<file path="src/rtl/ahbl_to_apb_pkg.sv">
// Shared AHB-Lite / APB definitions for the AHB-Lite to APB3 bridge.
// Holds the HTRANS and HRESP encodings and the default bus widths.
package ahbl_to_apb_pkg;

  localparam int unsigned W_HADDR_DEF = 32;
  localparam int unsigned W_PADDR_DEF = 16;
  localparam int unsigned W_DATA_DEF  = 32;

  typedef enum logic [1:0] {
    HTRANS_IDLE = 2'b00,
    HTRANS_BUSY = 2'b01,
    HTRANS_NSEQ = 2'b10,
    HTRANS_SEQ  = 2'b11
  } htrans_t;

  typedef enum logic {
    HRESP_OKAY  = 1'b0,
    HRESP_ERROR = 1'b1
  } hresp_t;

  // NSEQ and SEQ request a transfer; IDLE and BUSY do not.
  function automatic logic htrans_active(input logic [1:0] htrans);
    return (htrans == HTRANS_NSEQ) || (htrans == HTRANS_SEQ);
  endfunction

endpackage

</file>
<file path="src/rtl/ahbl_to_apb_if.sv">
// Bundle of the AHB-Lite slave port and APB3 master port of the bridge.
// slave = the bridge's view; master = the system side (AHB master and APB peripheral).
interface ahbl_to_apb_if #(
  parameter int unsigned W_HADDR = 32,
  parameter int unsigned W_PADDR = 16,
  parameter int unsigned W_DATA  = 32
) ();

  logic               ahbls_hready;
  logic               ahbls_hready_resp;
  logic               ahbls_hresp;
  logic [W_HADDR-1:0] ahbls_haddr;
  logic               ahbls_hwrite;
  logic [1:0]         ahbls_htrans;
  logic [2:0]         ahbls_hsize;
  logic [2:0]         ahbls_hburst;
  logic [3:0]         ahbls_hprot;
  logic               ahbls_hmastlock;
  logic [W_DATA-1:0]  ahbls_hwdata;
  logic [W_DATA-1:0]  ahbls_hrdata;

  logic [W_PADDR-1:0] apbm_paddr;
  logic               apbm_psel;
  logic               apbm_penable;
  logic               apbm_pwrite;
  logic [W_DATA-1:0]  apbm_pwdata;
  logic [W_DATA-1:0]  apbm_prdata;
  logic               apbm_pready;
  logic               apbm_pslverr;

  modport slave (
    input  ahbls_hready, ahbls_haddr, ahbls_hwrite, ahbls_htrans, ahbls_hsize,
           ahbls_hburst, ahbls_hprot, ahbls_hmastlock, ahbls_hwdata,
           apbm_prdata, apbm_pready, apbm_pslverr,
    output ahbls_hready_resp, ahbls_hresp, ahbls_hrdata,
           apbm_paddr, apbm_psel, apbm_penable, apbm_pwrite, apbm_pwdata
  );

  modport master (
    output ahbls_hready, ahbls_haddr, ahbls_hwrite, ahbls_htrans, ahbls_hsize,
           ahbls_hburst, ahbls_hprot, ahbls_hmastlock, ahbls_hwdata,
           apbm_prdata, apbm_pready, apbm_pslverr,
    input  ahbls_hready_resp, ahbls_hresp, ahbls_hrdata,
           apbm_paddr, apbm_psel, apbm_penable, apbm_pwrite, apbm_pwdata
  );

endinterface

</file>
<file path="src/rtl/ahbl_to_apb.sv">
// AHB-Lite slave to APB3 master bridge: one APB transfer per AHB transfer,
// no posting or pipelining. All bus outputs except pwdata are registered.
module ahbl_to_apb
  import ahbl_to_apb_pkg::*;
#(
  parameter int unsigned W_HADDR = W_HADDR_DEF,
  parameter int unsigned W_PADDR = W_PADDR_DEF,
  parameter int unsigned W_DATA  = W_DATA_DEF
) (
  input  logic          clk,
  input  logic          rst_n,
  ahbl_to_apb_if.slave  bus
);

  typedef enum logic [2:0] {
    S_IDLE,
    S_SETUP,
    S_ACCESS,
    S_DONE,
    S_ERR0,
    S_ERR1
  } state_t;

  state_t             state, state_nxt;
  logic               aphase;
  logic               capture;
  logic [W_PADDR-1:0] paddr;
  logic               psel, penable, pwrite;
  logic               hready_resp, hresp;
  logic [W_DATA-1:0]  hrdata;

  assign aphase = bus.ahbls_hready & htrans_active(bus.ahbls_htrans);

  always_comb begin
    state_nxt = state;
    capture   = 1'b0;
    case (state)
      S_IDLE, S_DONE, S_ERR1: begin
        if (aphase) begin
          state_nxt = S_SETUP;
          capture   = 1'b1;
        end else begin
          state_nxt = S_IDLE;
        end
      end
      S_SETUP:  state_nxt = S_ACCESS;
      S_ACCESS: begin
        if (bus.apbm_pready) state_nxt = bus.apbm_pslverr ? S_ERR0 : S_DONE;
      end
      S_ERR0:   state_nxt = S_ERR1;
      default:  state_nxt = S_IDLE;
    endcase
  end

  // Outputs are decoded from the next state so they change together with it.
  always_ff @(posedge clk) begin
    if (!rst_n) begin
      state       <= S_IDLE;
      psel        <= 1'b0;
      penable     <= 1'b0;
      paddr       <= '0;
      pwrite      <= 1'b0;
      hrdata      <= '0;
      hready_resp <= 1'b1;
      hresp       <= HRESP_OKAY;
    end else begin
      state       <= state_nxt;
      psel        <= (state_nxt == S_SETUP) || (state_nxt == S_ACCESS);
      penable     <= (state_nxt == S_ACCESS);
      hready_resp <= (state_nxt == S_IDLE) || (state_nxt == S_DONE) || (state_nxt == S_ERR1);
      hresp       <= ((state_nxt == S_ERR0) || (state_nxt == S_ERR1)) ? HRESP_ERROR : HRESP_OKAY;
      if (capture) begin
        paddr  <= bus.ahbls_haddr[W_PADDR-1:0];
        pwrite <= bus.ahbls_hwrite;
      end
      if ((state == S_ACCESS) && bus.apbm_pready && !bus.apbm_pslverr && !pwrite)
        hrdata <= bus.apbm_prdata;
    end
  end

  assign bus.apbm_paddr        = paddr;
  assign bus.apbm_psel         = psel;
  assign bus.apbm_penable      = penable;
  assign bus.apbm_pwrite       = pwrite;
  assign bus.apbm_pwdata       = bus.ahbls_hwdata;
  assign bus.ahbls_hready_resp = hready_resp;
  assign bus.ahbls_hresp       = hresp;
  assign bus.ahbls_hrdata      = hrdata;

  // Accesses are full-word and unprotected; these fields carry no meaning here.
  logic unused_ok;
  assign unused_ok = ^{bus.ahbls_haddr[W_HADDR-1:W_PADDR], bus.ahbls_hsize,
                       bus.ahbls_hburst, bus.ahbls_hprot, bus.ahbls_hmastlock};

endmodule
</file>
<file path="src/flat_wrapper.sv">
// flat-port wrapper written by rule: the top's interface ports become plain ports
module ahbl_to_apb_flat import ahbl_to_apb_pkg::*;
#(
  parameter int unsigned W_HADDR = W_HADDR_DEF,
  parameter int unsigned W_PADDR = W_PADDR_DEF,
  parameter int unsigned W_DATA  = W_DATA_DEF
)
  (clk, rst_n, bus_ahbls_hready, bus_ahbls_haddr, bus_ahbls_hwrite, bus_ahbls_htrans, bus_ahbls_hsize, bus_ahbls_hburst, bus_ahbls_hprot, bus_ahbls_hmastlock, bus_ahbls_hwdata, bus_apbm_prdata, bus_apbm_pready, bus_apbm_pslverr, bus_ahbls_hready_resp, bus_ahbls_hresp, bus_ahbls_hrdata, bus_apbm_paddr, bus_apbm_psel, bus_apbm_penable, bus_apbm_pwrite, bus_apbm_pwdata);
  ahbl_to_apb_if #(.W_HADDR(W_HADDR), .W_PADDR(W_PADDR), .W_DATA(W_DATA)) bus_i ();
  input  logic clk;
  input  logic rst_n;
  input wire logic [$bits(bus_i.ahbls_hready)-1:0] bus_ahbls_hready;
  input wire logic [$bits(bus_i.ahbls_haddr)-1:0] bus_ahbls_haddr;
  input wire logic [$bits(bus_i.ahbls_hwrite)-1:0] bus_ahbls_hwrite;
  input wire logic [$bits(bus_i.ahbls_htrans)-1:0] bus_ahbls_htrans;
  input wire logic [$bits(bus_i.ahbls_hsize)-1:0] bus_ahbls_hsize;
  input wire logic [$bits(bus_i.ahbls_hburst)-1:0] bus_ahbls_hburst;
  input wire logic [$bits(bus_i.ahbls_hprot)-1:0] bus_ahbls_hprot;
  input wire logic [$bits(bus_i.ahbls_hmastlock)-1:0] bus_ahbls_hmastlock;
  input wire logic [$bits(bus_i.ahbls_hwdata)-1:0] bus_ahbls_hwdata;
  input wire logic [$bits(bus_i.apbm_prdata)-1:0] bus_apbm_prdata;
  input wire logic [$bits(bus_i.apbm_pready)-1:0] bus_apbm_pready;
  input wire logic [$bits(bus_i.apbm_pslverr)-1:0] bus_apbm_pslverr;
  output wire logic [$bits(bus_i.ahbls_hready_resp)-1:0] bus_ahbls_hready_resp;
  output wire logic [$bits(bus_i.ahbls_hresp)-1:0] bus_ahbls_hresp;
  output wire logic [$bits(bus_i.ahbls_hrdata)-1:0] bus_ahbls_hrdata;
  output wire logic [$bits(bus_i.apbm_paddr)-1:0] bus_apbm_paddr;
  output wire logic [$bits(bus_i.apbm_psel)-1:0] bus_apbm_psel;
  output wire logic [$bits(bus_i.apbm_penable)-1:0] bus_apbm_penable;
  output wire logic [$bits(bus_i.apbm_pwrite)-1:0] bus_apbm_pwrite;
  output wire logic [$bits(bus_i.apbm_pwdata)-1:0] bus_apbm_pwdata;
  assign bus_i.ahbls_hready = bus_ahbls_hready;
  assign bus_i.ahbls_haddr = bus_ahbls_haddr;
  assign bus_i.ahbls_hwrite = bus_ahbls_hwrite;
  assign bus_i.ahbls_htrans = bus_ahbls_htrans;
  assign bus_i.ahbls_hsize = bus_ahbls_hsize;
  assign bus_i.ahbls_hburst = bus_ahbls_hburst;
  assign bus_i.ahbls_hprot = bus_ahbls_hprot;
  assign bus_i.ahbls_hmastlock = bus_ahbls_hmastlock;
  assign bus_i.ahbls_hwdata = bus_ahbls_hwdata;
  assign bus_i.apbm_prdata = bus_apbm_prdata;
  assign bus_i.apbm_pready = bus_apbm_pready;
  assign bus_i.apbm_pslverr = bus_apbm_pslverr;
  assign bus_ahbls_hready_resp = bus_i.ahbls_hready_resp;
  assign bus_ahbls_hresp = bus_i.ahbls_hresp;
  assign bus_ahbls_hrdata = bus_i.ahbls_hrdata;
  assign bus_apbm_paddr = bus_i.apbm_paddr;
  assign bus_apbm_psel = bus_i.apbm_psel;
  assign bus_apbm_penable = bus_i.apbm_penable;
  assign bus_apbm_pwrite = bus_i.apbm_pwrite;
  assign bus_apbm_pwdata = bus_i.apbm_pwdata;
  ahbl_to_apb #(.W_HADDR(W_HADDR), .W_PADDR(W_PADDR), .W_DATA(W_DATA)) u_core (.clk(clk), .rst_n(rst_n), .bus(bus_i));
endmodule
</file>
<file path="config.mk">
export PLATFORM = sky130hd
export DESIGN_NAME = ahbl_to_apb_flat
export DESIGN_NICKNAME = d
export VERILOG_FILES = /design/src/rtl/ahbl_to_apb_pkg.sv /design/src/rtl/ahbl_to_apb_if.sv /design/src/rtl/ahbl_to_apb.sv /design/src/flat_wrapper.sv
export SDC_FILE = /design/constraint.sdc
export NUM_CORES = 1
export LEC_CHECK = 0
export ABC_AREA = 1
export BUFFER_PORTS_ARGS = -buffer_cell sky130_fd_sc_hd__buf_2
export CAP_MARGIN = 5
export CORE_UTILIZATION = 34
export CTS_CLUSTER_SIZE = 12
export DETAILED_ROUTE_END_ITERATION = 7
export GPL_TIMING_DRIVEN = 0
export MAX_ROUTING_LAYER = met4
export PLACE_DENSITY = 0.76
export SETUP_SLACK_MARGIN = 0.3
export SKIP_CTS_REPAIR_TIMING = 1
export SLEW_MARGIN = 40
export SYNTH_ARGS = -nofsm -noshare
export SYNTH_HDL_FRONTEND = slang
export SYNTH_SLANG_ARGS = --single-unit
</file>
<file path="constraint.sdc">
create_clock -name clk -period 1.3 [get_ports clk]
set_clock_uncertainty 0.15 [all_clocks]
set_input_delay 0.13 -clock clk [delete_from_list [all_inputs] [get_ports clk]]
set_output_delay 0.13 -clock clk [all_outputs]
set_load 0.02 [all_outputs]
</file>
Word level (Yosys, flattened, before mapping)
Cells that the tools add are included.
- logic and storage cells: 41
- flip-flop bits (word level): 56
- bits of input ports: 115
- reductions and logical operators: 13
- bitwise gates (word level): 1
- equal/unequal tests: 12
- mux-type cells: 7
- operators with widths (cell ; number):
    $eq A3 B2 Y1 const B ; 4
    $eq A3 B3 Y1 const B ; 4
    $pmux W3 S4 ; 1
    $eq A3 B1 Y1 const B ; 2
    $logic_not A3 Y1 ; 2
    $mux W3 ; 2
    $logic_or A1 B1 Y1 ; 5
    $eq A2 B2 Y1 const B ; 2
    $mux W1 ; 4
    $logic_and A1 B1 Y1 ; 3
    $reduce_or A3 Y1 ; 1
    $logic_not A1 Y1 ; 2
    $and A1 B1 Y1 ; 1

Logic depth before layout (Yosys ltp)
Gate-level depths: netlist (run 1).
- depth in word-level cells: 8
- mapped depth: 9
- depth with buffers taken out: 9

Worst setup path after synthesis (run 1)
Ideal clock, no wire load.
- kind: reg-to-reg
- from: reg u_core.state[1]
- to: reg u_core.hrdata[10] (netlist: u_core.bus.ahbls_hrdata[10])
- data arrival time: 1.065 ns
- data required time: 1.034 ns
- stages on the path, launching flop included: 9
- path slack: -0.030 ns
- path through: dfxtp_1 -> inv_2 -> nor2_4 -> nand4_2 -> nor2_4 -> inv_2 -> buf_6 -> nor2_1 -> nor2_1
- cells in the longest elaborated chain, start to end: 4
- ends and longest elaborated chain (element ; RTL line ; source):
    start, declared ; ahbl_to_apb.sv:24 ; state_t state, state_nxt;
    start signal, assigned ; ahbl_to_apb.sv:67 ; state <= state_nxt;
    $eq A3 B2 Y1 ; ahbl_to_apb.sv:76 ; if ((state == S_ACCESS) && bus.apbm_pready && !bus.apbm_pslverr && !pwrite)
    $logic_and A1 B1 Y1 (3 in a row) ; ahbl_to_apb.sv:76 ;
    end signal, assigned ; ahbl_to_apb.sv:77 ; hrdata <= bus.apbm_prdata;
    end, declared ; ahbl_to_apb.sv:30 ; logic [W_DATA-1:0] hrdata;
Every way passes these cells.
A chain may end at the register's enable or synchronous reset.

Worst setup path in the final report (run 1)
- from: reg u_core.state[1]
- to: reg u_core.hrdata[14] (netlist: u_core.bus.ahbls_hrdata[14])
The elaborated chain is that of the path after synthesis.

==> results of run 1 <==
power breakdown:
group	internal, mW	switching [mW]
Combinational	0.494	0.444
Sequential	1.81	0.0586
Clock	0.383	0.596
Total	2.68	1.10
state kept, by name, summed over array words and instances (netlist names):
register                      count
u_core.bus.apbm_paddr            16
u_core.state                      3
u_core.bus.apbm_penable           1
u_core.bus.ahbls_hresp            1
u_core.bus.apbm_psel              1
u_core.bus.ahbls_hready_resp      1
u_core.bus.ahbls_hrdata          32
u_core.bus.apbm_pwrite            1
kinds of logic after synthesis:
kind of cell / count (synthesis)
flops: 56
compound gates: 51
buf+inv: 58
simple gates: 127
placed cells by master (no fill, tap or decap), types with 2 or more instances in the layout:
cell and count:
clkbuf_8 5, dfxtp_2 53, nor2_4 8, inv_1 8
clkinvlp_4 2, clkbuf_1 4, o21ai_2 2, nand2_1 8
nand3_4 2, buf_6 58, nor2_2 7, o21ai_0 28
dfxtp_1 2, buf_2 87, nand2_2 2, nand3_1 3
inv_4 3, buf_4 45, nor2_1 95, o21ai_1 19
dlygate4sd3_1 49
stage by stage:
stage | setup TNS (ns) | total power, mW | util (%)
finish | -8.17 | 3.78 | 66.7
floorplan | -0.190 | 2.28 | -
global route | -12.50 | 3.96 | 66.7
detailed placement | -6.98 | 2.52 | 48.2
global placement | -6.11 | 2.51 | 48.2
CTS | -7.97 | 3.48 | 49.6
worst max-delay path: stages, from the launching register on:
cell and delay [ns]:
dfxtp_2 0.36, inv_4 0.05, nor2_4 0.12, nand4_4 0.10, nor2_4 0.21, inv_4 0.08
buf_6 0.15, nor2_1 0.10, nor2_1 0.06
area by class of cell:
class / count / area share (%)
inverters: 13 / 1.49
well taps: 77 / 2.25
flip-flops and latches: 56 / 27.8
clock inverters: 3 / 0.555
repair buffers: 200 / 37.5
plain buffers: 45 / 8.06
clock buffers: 5 / 1.61
multi-input cells: 178 / 20.7
metal layers:
metal	vias up	share of wire [%]
met2	107	56
met4	0	0.73
met1	1233	37
li1	1302	-
met3	6	6.2
met5	-	0
path summary, 6_finish.rpt:
kind                                              start                                  endpoint  slack [ns]  cells past startpoint
setup / recovery             u_core.state[1]$_SDFF_PN0_  u_core.bus.ahbls_hrdata[14]$_SDFFE_PN0P_       -0.20                      8
hold / removal                                    rst_n                u_core.state[1]$_SDFF_PN0_        0.06                      3
hold reg to reg   u_core.bus.apbm_paddr[9]$_SDFFE_PN0P_     u_core.bus.apbm_paddr[9]$_SDFFE_PN0P_        0.34                      2
setup reg to reg             u_core.state[1]$_SDFF_PN0_  u_core.bus.ahbls_hrdata[14]$_SDFFE_PN0P_       -0.20                      8
==> results.json, run 1 <==
{
  "die_h_um": 84.1,
  "violations": "DRC, setup timing",
  "io_pins": 200,
  "place_congestion": 0.765,
  "diodes": 0,
  "synthCells": 292,
  "die_width_um": 84.1,
  "setup.worst_path.end_class": "flop",
  "yosysSeqAreaShare_pct": 49.0,
  "placedCellCount": 508,
  "worst_hold_slack_ns": 0.0577,
  "dieArea_sq_um": 7070,
  "grt_antenna_before_repair": 0,
  "track_usage_pct": 16.1,
  "dr.pass1.iters": 6,
  "slew_headroom_pct": 67.5,
  "yosysWarnings": 0,
  "wl_per_cell_um": 13.1,
  "synthAdderAreaFrac_pct": 0,
  "coreArea_sq_um": 6420,
  "final.fill_count": 509,
  "vias": 2648,
  "clkLatencyLatePin_ns": 0.31,
  "cts_buffer_depth": 2,
  "grt_overflow": 0,
  "maxSlewViolCount": 0,
  "preCtsSetupSlack_ns": -0.195,
  "cts.sinks": 56,
  "critPathArrivalTime_ns": 1.56,
  "grt_use_met2_pct": 30.5,
  "final_cells": 577,
  "synth_top_flop_cell": "dfxtp_1",
  "vdd_drop_max_v": 0.000480,
  "hpwl_um": 4400,
  "cts_tree": "done",
  "start_kind": "flop",
  "layout_setup_ws_ns": -0.200,
  "synth-simple-area-share_pct": 23.2,
  "drt-total-wl_um": 7550,
  "p_per_area_nw_per_um2": 883,
  "worst_pin_slew_ns": 0.487,
  "synth_common_cells": "106 x nor2_1, 56 x dfxtp_1, 42 x o21ai_0",
  "syn_area_per_cell_sq_um": 7.84,
  "synth_top_family_by_area": "simple AND/OR/NAND/NOR gates",
  "min_period_ns": 1.50,
  "synth.most_common_cell": "nor2_1",
  "finalCritPeriodShare_pct": 115,
  "cap_violations": 0,
  "netlist_area_sq_um": 2290,
  "rsz0062_at_grt": "true",
  "avgViaCountPerCell": 4.59,
  "cts_buffers": 5,
  "synth.ff_latch_count": 56,
  "final-hold-violation-count": 0,
  "clkTransAtPathRegs_ns": 0.10,
  "ant_nets": 0,
  "synth_cell_types": 20,
  "dr.first_iter.drc_count": 127,
  "grt_max_degree": 19,
  "grt_util_met1_pct": 17.0,
  "async_flop_share_pct": 0,
  "clockRootBuffer": "clkbuf_8",
  "synth_xor_area_share_pct": 0,
  "port-buffer-count": 139,
  "syn_nets": 407,
  "synth_compound_area_share_pct": 11.1,
  "cts_max_level": 2,
  "num-nets-final": 614,
  "initial_core_util_pct": 35.7,
  "first_global_vias": 2001,
  "grt_pass1_wl_um": 8870,
  "critPathMaxFanout": 10,
  "stdcell_area_sq_um": 4280,
  "met3_usage_pct": 3.46,
  "dpl_cell_area_sq_um": 3090,
  "grt_busiest_layer": "met2",
  "muxShareOfSynthArea_pct": 0,
  "p_leak_nw": 2.11,
  "yosysTopAreaCellShare_pct": 49.0,
  "multi_input_area_sq_um": 888,
  "num_rows": 29,
  "area_growth_syn_to_layout_pct": 87.0,
  "synth_enable_flop_cells": 0,
  "crit_type": "reg -> reg",
  "fmax_ghz": 0.667,
  "drc": 28,
  "ys_top_cells_by_area": "dfxtp_1 49%, nor2_1 17%, buf_4 11%, o21ai_0 9.2%, buf_6 2.0%",
  "status": "complete, but fails checks",
  "crit_required_ns": 1.36,
  "finalSetupViolCount": 53,
  "regArea_sq_um": 1190,
  "min_path_type": "in -> reg",
  "synth_top_area_cell": "dfxtp_1",
  "drive_gt1_share_pct": 56.4
}
Power figures use the tool's default switching activity.
==> inputs of run 2 (changes only) <==
--- a/config.mk
+++ b/config.mk
@@ -14,6 +14,7 @@
 export GPL_TIMING_DRIVEN = 0
 export MAX_ROUTING_LAYER = met4
 export PLACE_DENSITY = 0.76
+export REMOVE_ABC_BUFFERS = 1
 export SETUP_SLACK_MARGIN = 0.3
 export SKIP_CTS_REPAIR_TIMING = 1
 export SLEW_MARGIN = 40
==> run 2 against run 1 <==
The run ends with DRC, hold timing, setup timing left. Sequential share of layout area up 1.7 points. Die area unchanged. Flip-flop and latch count unchanged. Non-clock buffer count down 61. Sequential power about the same. Utilization down 3.7 points. Largest power group unchanged. Setup slack worse by 0.15 ns.
==> results.json, run 2 (synthesis gave the netlist of run 1 again) <==
{
  "status": "complete, but fails checks",
  "violations": "DRC, hold timing, setup timing",
  "cpMaxStageDelayCell": "dfxtp_2",
  "cp-startpoint": "u_core.state[1]$_SDFF_PN0_",
  "cts_buffers": 5,
  "drive_gt1_share_pct": 55.4,
  "final.fill_count": 512,
  "clockRootBuffer": "clkbuf_8",
  "dieArea_sq_um": 7070,
  "crit_top_cell": "nor2_4",
  "largest_reg_flops": 32,
  "cts_tree": "done",
  "p_per_area_nw_per_um2": 925,
  "initial_core_util_pct": 35.7,
  "min_to": "u_core.bus.apbm_paddr[8]$_SDFFE_PN0P_",
  "grt_antenna_before_repair": 0,
  "slew_headroom_pct": 41.7,
  "avgViaCountPerCell": 4.94,
  "drt-total-wl_um": 10200,
  "hp-start": "bus_ahbls_haddr[8]",
  "vdd_drop_max_v": 0.000485,
  "first_global_vias": 1904,
  "finalSetupViolCount": 53,
  "min_period_ns": 1.65,
  "coreArea_sq_um": 6420,
  "critPathArrivalTime_ns": 1.73,
  "grt_max_degree": 52,
  "die_width_um": 84.1,
  "area_growth_syn_to_layout_pct": 76.7,
  "place_congestion": 0.832,
  "cts_buffer_depth": 2,
  "dr.pass1.iters": 8,
  "cpLargestDelayFamily": "simple AND/OR/NAND/NOR gates",
  "start_kind": "flop",
  "path_cells": "inv_4 -> nor2_4 -> nand4_4 -> buf_4 -> nor2_4 -> buf_12 -> o21ai_0 -> nor2_1",
  "critical_path_buf_inv_count": 3,
  "hpwl_um": 5140,
  "r2r_slack_ns": -0.35,
  "vias": 2565,
  "r2r-start": "u_core.state[1]$_SDFF_PN0_",
  "cts.sinks": 56,
  "power.total_mw": 3.74,
  "final-hold-violation-count": 3,
  "critPathMaxFanout": 16,
  "clkLatencyLatePin_ns": 0.30,
  "dr.first_iter.drc_count": 146,
  "final_common_cell": "nor2_1",
  "num-nets-final": 557,
  "ant_nets": 0,
  "min_path_type": "in -> reg",
  "cts_max_level": 2,
  "p_leak_nw": 1.91,
  "crit_type": "reg -> reg",
  "preCtsSetupSlack_ns": -0.929,
  "final_cells": 519,
  "wl_per_cell_um": 19.7,
  "placedCellCount": 431,
  "min_path_cells": 3,
  "final_cell_mix": "83 x nor2_1, 56 x buf_6, 54 x buf_2",
  "diodes": 0,
  "layout_setup_ws_ns": -0.350,
  "cpPeakStageDelay_ns": 0.38,
  "r2r-end": "u_core.bus.ahbls_hrdata[28]$_SDFFE_PN0P_",
  "worst_pin_slew_ns": 0.874,
  "drc": 29,
  "grt_overflow": 0,
  "worst_hold_slack_ns": -0.0514,
  "track_usage_pct": 19.9,
  "port-buffer-count": 107,
  "rsz0062_at_grt": "true",
  "io_pins": 200,
  "crit_required_ns": 1.38,
  "maxSlewViolCount": 0,
  "die_h_um": 84.1,
  "num_rows": 29,
  "worstRegToRegCells": 8,
  "grt_pass1_wl_um": 10300,
  "clkTransAtPathRegs_ns": 0.10,
  "cap_violations": 0,
  "finalCritPeriodShare_pct": 127,
  "fmax_ghz": 0.606,
  "setup.worst_path.end_class": "flop"
}
[run 2: changes by cell type in the layout (fill, tap and decap cells not counted), moves of 4 or more]
cell / previous run / this run
buf_2: 87 / 54
buf_4: 45 / 26
o21ai_0: 28 / 42
nor2_1: 95 / 83
nor2_2: 7 / 18
o21ai_1: 19 / 8
clkbuf_1: 4 / 0
nand2_1: 8 / 4
[run 2: power breakdown]
part	total, mW	internal (mW)	switching, mW	leakage (nW)
logic	0.849	0.446	0.403	1.38
clock network	1.02	0.476	0.541	0.0503
registers	1.87	1.81	0.0683	0.479
[run 2: worst max path at each step]
stage,endpoint,slack (ns),depth (start not counted)
finish,u_core.bus.ahbls_hrdata[28]$_SDFFE_PN0P_,-0.35,8
CTS,u_core.bus.ahbls_hrdata[14]$_SDFFE_PN0P_,-0.95,7
detailed placement,u_core.bus.ahbls_hrdata[14]$_SDFFE_PN0P_,-0.93,7
global placement,u_core.bus.ahbls_hrdata[3]$_SDFFE_PN0P_,-0.85,7
floorplan,u_core.bus.ahbls_hrdata[10]$_SDFFE_PN0P_,-0.37,7
global route,u_core.bus.ahbls_hrdata[18]$_SDFFE_PN0P_,-0.46,8
[run 2: worst register-to-register path, cell delays in order (launching register included)]
cell and delay [ns]:
dfxtp_2 0.38, inv_4 0.06, nor2_4 0.18, nand4_4 0.14
buf_4 0.18, nor2_4 0.09, buf_12 0.15, o21ai_0 0.08
nor2_1 0.17
[run 2: area by class of cell]
type                    instances  area, sq um  share of cell area, %
clock buffers                   7         96.3                   2.38
inverters                      13         68.8                   1.70
multi-input cells             181          978                   24.2
flip-flops and latches         56         1190                   29.5
well taps                      77         96.3                   2.38
repair buffers                184         1600                   39.5
repair inverters                1         16.3                  0.402
[run 2: per-stage QoR]
step           instance area [sq um]  TNS, ns  hold slack, ns  utilization [%]
6_report                        4050   -13.40         -0.0514             63.0
5_1_grt                         4050   -16.78         -0.0212             63.0
4_1_cts                         2690   -33.61          -0.117             41.8
3_5_place_dp                    2590   -32.70           0.110             40.3
3_3_place_gp                    2590   -29.98           0.110             40.3
2_1_floorplan                   1960   -11.92           0.110                -
[run 2: per-layer routing]
layer | part of all wire [%] | GRT usage (%)
met5 | 0 | -
met4 | 2.8 | 5.17
met3 | 14 | 17.0
met2 | 51 | 31.7
met1 | 32 | 17.8
==> inputs of run 3 (changes only) <==
--- a/config.mk
+++ b/config.mk
@@ -8,6 +8,7 @@
 export ABC_AREA = 1
 export BUFFER_PORTS_ARGS = -buffer_cell sky130_fd_sc_hd__buf_2
 export CAP_MARGIN = 5
+export CORE_MARGIN = 4
 export CORE_UTILIZATION = 34
 export CTS_CLUSTER_SIZE = 12
 export DETAILED_ROUTE_END_ITERATION = 7
==> run 3 against run 2 <==
The run ends with setup timing left. Setup slack gained 0.040 ns. Hold slack improved by 0.058 ns. Combinational power down 5.2%. Total power decreased by 2.3%. Die area increased by 15%. Global-route usage is 3.7 points lower. Routed wire length decreased by 7.9%. Largest cell class unchanged. Highest routed layer unchanged.
==> results.json, run 3 (synthesis gave the netlist of run 1 again) <==
{
  "final_cell_mix": "98 x nor2_1, 53 x buf_2, 48 x buf_6",
  "fmax_ghz": 0.621,
  "dr.pass1.iters": 4,
  "cts_buffer_depth": 2,
  "die_width_um": 90.1,
  "violations": "setup timing",
  "switching_share_pct": 26.6,
  "finalCritPeriodShare_pct": 124,
  "finalSetupViolCount": 53,
  "crit_top_cell": "nor2_4",
  "preCtsSetupSlack_ns": -0.868,
  "place_congestion": 0.766,
  "drive_gt1_share_pct": 50.8,
  "vias": 2498,
  "hpwl_um": 5040,
  "grt_max_degree": 52,
  "critPathArrivalTime_ns": 1.69,
  "worst_pin_slew_ns": 0.528,
  "wl_per_cell_um": 18.4,
  "dr.first_iter.drc_count": 57,
  "crit_required_ns": 1.38,
  "ant_nets": 0,
  "maxSlewViolCount": 0,
  "cts_tree": "done",
  "cts_buffers": 5,
  "worstRegToRegCells": 8,
  "start_kind": "flop",
  "critPathMaxFanout": 6,
  "num-nets-final": 551,
  "power.share.clock_pct": 26.8,
  "post-route-util_pct": 61.5,
  "regArea_sq_um": 1190,
  "grt_pass1_wl_um": 10200,
  "track_usage_pct": 16.2,
  "tns_ns": -12.00,
  "worst_hold_slack_ns": 0.00625,
  "clkTransAtPathRegs_ns": 0.10,
  "p_leak_nw": 1.86,
  "rsz0062_at_grt": "true",
  "power.total_mw": 3.65,
  "clockRootBuffer": "clkbuf_8",
  "p_per_area_nw_per_um2": 919,
  "cp-endpoint": "u_core.bus.ahbls_hrdata[31]$_SDFFE_PN0P_",
  "min_path_type": "in -> reg",
  "sequentialPowerShare_pct": 51.2,
  "path_cells": "inv_4 -> nor2_4 -> nand4_4 -> nor2_4 -> buf_12 -> clkbuf_16 -> o21ai_1 -> nor2_1",
  "num_rows": 29,
  "cpLargestDelayFamily": "simple AND/OR/NAND/NOR gates",
  "drt-total-wl_um": 9430,
  "cts_max_level": 2,
  "avgViaCountPerCell": 4.86,
  "crit_type": "reg -> reg",
  "initial_core_util_pct": 35.5,
  "port-buffer-count": 107,
  "cap_violations": 0,
  "status": "complete, but fails checks",
  "vdd_drop_max_v": 0.000434,
  "critical_path_buf_inv_count": 3,
  "grt_antenna_before_repair": 0,
  "drc": 0,
  "final.fill_count": 516,
  "r2r-end": "u_core.bus.ahbls_hrdata[31]$_SDFFE_PN0P_",
  "diodes": 0,
  "path_depth": 8,
  "first_global_vias": 1885,
  "cts.sinks": 56,
  "cpPeakStageDelay_ns": 0.38,
  "clkLatencyLatePin_ns": 0.30,
  "min_period_ns": 1.61,
  "cpMaxStageDelayCell": "dfxtp_2",
  "combPwrFrac_pct": 22.0,
  "io_pins": 200,
  "p_sw_uw": 972,
  "coreArea_sq_um": 6460,
  "dieArea_sq_um": 8110,
  "layout_setup_ws_ns": -0.310,
  "power.internal_mw": 2.68,
  "largest_reg_flops": 32,
  "r2r_slack_ns": -0.31,
  "die_h_um": 90.1,
  "r2r-start": "u_core.state[1]$_SDFF_PN0_",
  "final_common_cell": "nor2_1",
  "grt_overflow": 0,
  "area_growth_syn_to_layout_pct": 73.6,
  "slew_headroom_pct": 64.8,
  "final-hold-violation-count": 0,
  "setup.worst_path.end_class": "flop",
  "multi_input_area_sq_um": 896,
  "cp-startpoint": "u_core.state[1]$_SDFF_PN0_"
}
run 3: cell types whose count changed in the layout (fill, tap and decap cells not counted), sizes merged:
cell	before	now
buf	138	130
clkbuf	7	11
clkinv	2	1
dlygate4sd3	46	47
inv	12	13
nand3	8	6
run 3: worst min-delay path by stage:
stage,start,end,depth (start not counted)
2_1_floorplan,bus_ahbls_hwdata[0],bus_apbm_pwdata[0],0
3_3_place_gp,bus_ahbls_hwdata[17],bus_apbm_pwdata[17],0
3_5_place_dp,bus_ahbls_hwdata[17],bus_apbm_pwdata[17],0
4_1_cts,bus_apbm_prdata[21],u_core.bus.ahbls_hrdata[21]$_SDFFE_PN0P_,3
5_1_grt,bus_ahbls_haddr[8],u_core.bus.apbm_paddr[8]$_SDFFE_PN0P_,3
6_report,bus_ahbls_haddr[14],u_core.bus.apbm_paddr[14]$_SDFFE_PN0P_,3
run 3: worst reg2reg max path, delay by kind of cell (launching register included):
kind,cells,cell delay (ns)
buffers and inverters,3,0.33
AND/OR/NAND/NOR,4,0.61
flip-flops,1,0.38
AO/OA/AOI/OAI,1,0.07
run 3: area by class of cell:
| cell class | instances | area share [%] |
|---|---|---|
| timing repair buffer | 180 | 40.8 |
| timing repair inverter | 1 | 0.220 |
| tap | 77 | 2.42 |
| inverter | 13 | 1.86 |
| clock buffer | 8 | 2.27 |
| multi-input combinational | 179 | 22.5 |
| sequential | 56 | 29.9 |
run 3: routing by layer:
layer	share of wire [%]	routed length (um)	global-route usage (%)
met4	1.1	106	3.06
met1	35	3280	18.7
met3	15	1400	13.7
met2	49	4650	21.5
met5	0	0	-
run 3: power groups by stage:
stage	sequential (mW)	clock, mW	combinational [mW]
floorplan	1.96	0	0.146
global route	1.88	1.08	0.862
detailed placement	1.87	0	0.444
global placement	1.87	0	0.436
finish	1.87	0.978	0.805
CTS	1.83	1.02	0.446
run 3: metrics by stage:
| step | cell area [sq um] | cells |
|---|---|---|
| 4_1_cts | 2680 | 439 |
| 3_3_place_gp | 2590 | 431 |
| 2_1_floorplan | 1960 | 247 |
| 6_report | 3970 | 514 |
| 3_5_place_dp | 2590 | 431 |
| 5_1_grt | 3970 | 514 |
